==> config.mk <==
export PLATFORM = sky130hd
export DESIGN_NAME = matmul_operand_feeder
export DESIGN_NICKNAME = d
export VERILOG_FILES = /design/src/rtl/matmul_operand_feeder.sv
export SDC_FILE = /design/constraint.sdc
export NUM_CORES = 1
export LEC_CHECK = 0
export ABC_AREA = 1
export CAP_MARGIN = 5
export CORE_MARGIN = 2
export CORE_UTILIZATION = 30
export DETAILED_ROUTE_END_ITERATION = 16
export PLACE_DENSITY = 0.66
export SETUP_SLACK_MARGIN = 0.3
export SYNTH_ARGS = -nofsm -noshare
export SYNTH_HDL_FRONTEND = slang
export SYNTH_SLANG_ARGS = --single-unit
==> constraint.sdc <==
create_clock -name clk_i -period 7.9 [get_ports clk_i]
set_input_delay 1.58 -clock clk_i [delete_from_list [all_inputs] [get_ports clk_i]]
set_output_delay 1.58 -clock clk_i [all_outputs]
set_load 0.01 [all_outputs]
==> src/rtl/matmul_operand_feeder.sv <==
// matmul_operand_feeder: host-side sequencer for the systolic matmul array.
// Latches A/B on a job request, streams them as diagonally skewed wavefronts
// on the array edge buses, then waits for done and captures the result.
module matmul_operand_feeder #(
  parameter int BUS_WIDTH  = 16,
  parameter int DATA_WIDTH = 8,
  parameter int TIMEOUT    = 4*BUS_WIDTH/DATA_WIDTH
) (
  input  logic clk_i,
  input  logic rst_i,
  input  logic start_i,
  input  logic mode_i,
  input  logic [DATA_WIDTH*(BUS_WIDTH/DATA_WIDTH)*(BUS_WIDTH/DATA_WIDTH)-1:0] a_mat_i,
  input  logic [DATA_WIDTH*(BUS_WIDTH/DATA_WIDTH)*(BUS_WIDTH/DATA_WIDTH)-1:0] b_mat_i,
  output logic [BUS_WIDTH-1:0] a_o,
  output logic [BUS_WIDTH-1:0] b_o,
  output logic start_bit_o,
  output logic mode_bit_o,
  input  logic done_i,
  input  logic [BUS_WIDTH*(BUS_WIDTH/DATA_WIDTH)*(BUS_WIDTH/DATA_WIDTH)-1:0] res_i,
  input  logic [(BUS_WIDTH/DATA_WIDTH)*(BUS_WIDTH/DATA_WIDTH)-1:0] flags_i,
  output logic [BUS_WIDTH*(BUS_WIDTH/DATA_WIDTH)*(BUS_WIDTH/DATA_WIDTH)-1:0] res_o,
  output logic [(BUS_WIDTH/DATA_WIDTH)*(BUS_WIDTH/DATA_WIDTH)-1:0] flags_o,
  output logic valid_o,
  output logic busy_o,
  output logic err_o
);

  localparam int D      = BUS_WIDTH / DATA_WIDTH;
  localparam int MAT_W  = DATA_WIDTH * D * D;
  localparam int STEPS  = 2 * D - 1;
  localparam int T_W    = (STEPS > 1) ? $clog2(STEPS) : 1;
  localparam int W_W    = (TIMEOUT + 1 > 1) ? $clog2(TIMEOUT + 1) : 1;
  localparam logic [T_W-1:0] T_LAST = T_W'(STEPS - 1);
  localparam logic [W_W-1:0] W_LAST = W_W'(TIMEOUT - 1);

  typedef enum logic [1:0] {IDLE, LOAD, FEED, DRAIN} state_t;

  state_t         state, state_next;
  logic [T_W-1:0] t, t_next;
  logic [W_W-1:0] w, w_next;
  logic [MAT_W-1:0] a_lat, b_lat;
  logic           accept, capture, timeout;

  // Row r of the array sees A(r, t-r): row r starts r steps late.
  function automatic logic [BUS_WIDTH-1:0] skew_a(input logic [MAT_W-1:0] m,
                                                  input logic [T_W-1:0] step);
    logic [BUS_WIDTH-1:0] lanes;
    int k;
    lanes = '0;
    for (int r = 0; r < D; r++) begin
      k = int'(step) - r;
      if (k >= 0 && k < D)
        lanes[r*DATA_WIDTH +: DATA_WIDTH] = m[(r*D + k)*DATA_WIDTH +: DATA_WIDTH];
    end
    return lanes;
  endfunction

  // Column c of the array sees B(t-c, c): column c starts c steps late.
  function automatic logic [BUS_WIDTH-1:0] skew_b(input logic [MAT_W-1:0] m,
                                                  input logic [T_W-1:0] step);
    logic [BUS_WIDTH-1:0] lanes;
    int k;
    lanes = '0;
    for (int c = 0; c < D; c++) begin
      k = int'(step) - c;
      if (k >= 0 && k < D)
        lanes[c*DATA_WIDTH +: DATA_WIDTH] = m[(k*D + c)*DATA_WIDTH +: DATA_WIDTH];
    end
    return lanes;
  endfunction

  // Next-state logic and feed/drain counter updates.
  always_comb begin
    state_next = state;
    t_next     = t;
    w_next     = w;
    accept     = 1'b0;
    capture    = 1'b0;
    timeout    = 1'b0;
    case (state)
      IDLE: begin
        if (start_i) begin
          accept     = 1'b1;
          state_next = LOAD;
        end
      end
      LOAD: begin
        t_next     = '0;
        state_next = FEED;
      end
      FEED: begin
        if (t == T_LAST) begin
          w_next     = '0;
          state_next = DRAIN;
        end else begin
          t_next = t + 1'b1;
        end
      end
      DRAIN: begin
        // A done on the final wait cycle still counts as a completed job.
        if (done_i) begin
          capture    = 1'b1;
          state_next = IDLE;
        end else if (w == W_LAST) begin
          timeout    = 1'b1;
          state_next = IDLE;
        end else begin
          w_next = w + 1'b1;
        end
      end
      default: state_next = IDLE;
    endcase
  end

  // State, counters, latched job operands and sticky error.
  always_ff @(posedge clk_i or posedge rst_i) begin
    if (rst_i) begin
      state      <= IDLE;
      t          <= '0;
      w          <= '0;
      a_lat      <= '0;
      b_lat      <= '0;
      mode_bit_o <= 1'b0;
      err_o      <= 1'b0;
    end else begin
      state <= state_next;
      t     <= t_next;
      w     <= w_next;
      if (accept) begin
        a_lat      <= a_mat_i;
        b_lat      <= b_mat_i;
        mode_bit_o <= mode_i;
        err_o      <= 1'b0;
      end else if (timeout) begin
        err_o <= 1'b1;
      end
    end
  end

  // Edge buses are registered from the upcoming step so they line up with the FEED cycle.
  always_ff @(posedge clk_i or posedge rst_i) begin
    if (rst_i) begin
      a_o         <= '0;
      b_o         <= '0;
      start_bit_o <= 1'b0;
    end else if (state_next == FEED) begin
      a_o         <= skew_a(a_lat, t_next);
      b_o         <= skew_b(b_lat, t_next);
      start_bit_o <= (t_next == '0);
    end else begin
      a_o         <= '0;
      b_o         <= '0;
      start_bit_o <= 1'b0;
    end
  end

  // Result capture and the one-cycle valid strobe.
  always_ff @(posedge clk_i or posedge rst_i) begin
    if (rst_i) begin
      res_o   <= '0;
      flags_o <= '0;
      valid_o <= 1'b0;
    end else begin
      valid_o <= capture;
      if (capture) begin
        res_o   <= res_i;
        flags_o <= flags_i;
      end
    end
  end

  assign busy_o = (state != IDLE);

endmodule

==> flow_summary.yaml <==
outcome:
  status: "finished, final reports clean"
floorplan:
  die_h_um: 158.6
  num_rows: 56
  dieArea_mm2: 0.02514
  die_w_um: 158.6
  core_mm2: 0.02347
  initial_core_util_pct: 30.53
  ios: 242
sta:
  rsz0062_at_grt: "no"
  tightest_slew_ns: 1.145
  setup_viol: 0
  hold_viol: 0
  hold_ws_ns: 0.4741
  tns_ns: 0
  slew_violations: 0
  finalCriticalPeriod_ns: 3.357
  maxSlewHeadroom_pct: 23.69
  fin_crit_sh_pct: 42.50
  finalClockSkew_ns: 0.01068
  fmax_ghz: 0.2979
drt:
  drtIter0Drc: 309
  top_layer: "met5"
  drt_pre_antenna_iters: 4
  viasPerCell: 4.287
  ant_nets: 0
  num_vias: 5788
  wl_um: 19160
  met3_length_um: 1837
  drc: 0
  wl_met1_um: 8566
  wire_per_inst_um: 14.19
  wl_met2_um: 8537
power_and_ir_drop:
  ir_drop_mv: 0.1381
  p_int_mw: 2.582
  pwr-share-seq_pct: 36.7
  pwr-share-comb_pct: 39.4
  swShare_pct: 34.66
  clkPwrFrac_pct: 23.9
  power.density_mw_per_mm2: 376.3
  net-switching-power_mw: 1.370
  leakagePower_nw: 5.100
grt:
  antenna_found_initial: 2
  grt_overflow: 0
  grt_start_max_net_pins: 101
  grt_pass1_wl_um: 29720
  grt_pass1_vias: 5723
  grt.total_usage_pct: 15.28
place:
  port_buffers: 241
  place_area_mm2: 0.009844
  gp_congestion: 0.7270
  dp.cells: 1317
  dpl.hpwl_um: 12560
finish:
  stdcell_count: 1350
  area_growth_pct: 46.55
  final_util_pct: 44.74
  postLayoutCellArea_mm2: 0.01050
  drive_above_1_share_pct: 10.49
  fin_nets: 1164
cts:
  cts_tree: "yes"
  post-cts-setup-buffers: 0
  cts.clk_slew.worst_paths_ns: 0.06
  clock-sinks: 176
  cts_inserted_buffers: 17
  cts.repair.resized: 0
  cts.htree.levels: 4
  clock_latency_ns: 0.42
  cts_hold_buf: 0
  clockBufferDepth: 2
  ctsRootBufferMaster: "clkbuf_16"
logic_synthesis:
  yosys.area.top_type_share_pct: 61.46
  yosysTopAreaCell: "dfrtp_1"
  synthCells: 789
  yosysWarnings: 0
  seq_area_frac_synth_pct: 61.46
  syn-num-nets: 936
  synthesis.area_mm2: 0.007166
  ys_top_cells_by_area: "dfrtp_1, nand2_1, o211ai_1, or2_2, nor2_2"
  syn_area_per_cell_um2: 9.082
  ys_ff_latch: 176
  yosysUniqueCellTypes: 25
setup_path:
  crit_required_ns: 6.32
  arrival_ns: 1.78
  rrSetupSlack_ns: 4.59
  crit_path_max_fanout: 5
  crit_type: "flip-flop to output port"
  start_kind: "flip-flop"
  end_kind: "output port"
hold_path:
  min_path_type: "flip-flop to flip-flop"
job:
  maxCapViolCount: 0
## cells in the final DEF, fill, tap and decap left out
cell	instances
buf_4	6
bufinv_16	5
inv_1	17
clkdlybuf4s50_1	241
nand2_1	417
nand2_2	3
inv_2	3
o22ai_2	1
o21ai_0	4
clkbuf_1	2
clkbuf_16	17
nand3b_1	1
nor2_1	12
o211ai_1	30
clkinvlp_4	1
nand2_4	1
a21oi_1	2
clkinv_1	1
o211ai_2	2
nand3_1	8
xor2_1	1
ha_1	10
dfrtp_1	176
inv_8	1
diode_2	1
inv_6	6
clkinv_4	1
nor2_2	29
or2_2	32
## per-layer routing
| layer | global-route usage [%] | vias to the layer above |
|---|---|---|
| met5 | 0 | - |
| met2 | 24.30 | 202 |
| met1 | 19.77 | 2684 |
| met4 | 4.247 | 2 |
| met3 | 5.389 | 17 |
| li1 | - | 2883 |
## path summary, 6_finish.rpt
check                                     start              endpoint  cells after the start
max                          state[0]$_DFF_PP0_                busy_o                      4
min                        b_lat[5]$_DFFE_PP0P_  b_lat[5]$_DFFE_PP0P_                      2
max reg2reg                  state[0]$_DFF_PP0_     a_o[11]$_DFF_PP0_                      9
min reg2reg                b_lat[5]$_DFFE_PP0P_  b_lat[5]$_DFFE_PP0P_                      2
max in group asynchronous                 rst_i  b_lat[6]$_DFFE_PP0P_                      3
min in group asynchronous                 rst_i     err_o$_DFFE_PP0P_                      2
## power groups by stage
| stage | clock network, mW | registers (mW) | logic (mW) |
|---|---|---|---|
| after floorplan | 0 | 1.54 | 0.810 |
| after global placement | 0 | 1.46 | 1.56 |
| after detailed placement | 0 | 1.47 | 1.58 |
| after CTS | 0.977 | 1.45 | 1.59 |
| after global routing | 1.01 | 1.50 | 1.75 |
| final | 0.944 | 1.45 | 1.56 |
## through the flow
stage	total power [mW]	setup WS (ns)
floorplan	2.346	1.546
global placement	3.017	4.075
detailed placement	3.050	4.067
CTS	4.020	4.500
global route	4.257	4.218
finish	3.951	4.543
## cell usage after synthesis (all sizes together)
| cell | n |
|---|---|
| nor2 | 41 |
| a21oi | 2 |
| nand2 | 421 |
| o211ai | 32 |
| ha | 10 |
| dfrtp | 176 |
| buf | 22 |
| nand3 | 8 |
| xor2 | 1 |
| inv | 20 |
| or2 | 32 |
| o22ai | 1 |
| clkinv | 2 |
| o21ai | 4 |
| nand3b | 1 |
| clkbuf | 16 |
## cell families after synthesis
logic type | Yosys count | synth area share, %
xor gates and xnor gates | 1 | 0.1223
buffers and inverters | 60 | 3.771
DFF | 176 | 61.46
AOI/OAI and AO/OA | 39 | 4.086
adders and majority gates | 10 | 1.746
and+or+nand+nor | 503 | 28.81
## final cells by class
class / count / area (um2)
Antenna cell: 1 / 2.502
Clock buffer: 19 / 432.9
Clock inverter: 13 / 221.5
Fill cell: 2289 / 12970
Inverter: 22 / 87.58
Multi-Input combinational cell: 553 / 2496
Sequential cell: 176 / 4404
Tap cell: 319 / 399.1
Timing Repair Buffer: 247 / 2457
## state kept, by name (all words and copies together) (netlist names), 2 cells and up
signal	count
t	2
b_lat	32
a_o	16
flags_o	4
a_lat	32
b_o	16
res_o	64
state	2
w	4
## critical path: stages (launching register included)
cell and delay, ns:
dfrtp_1 0.42, inv_1 0.12, ha_1 0.25, inv_1 0.06, clkdlybuf4s50_1 0.52
Power figures use the tool's default switching activity.
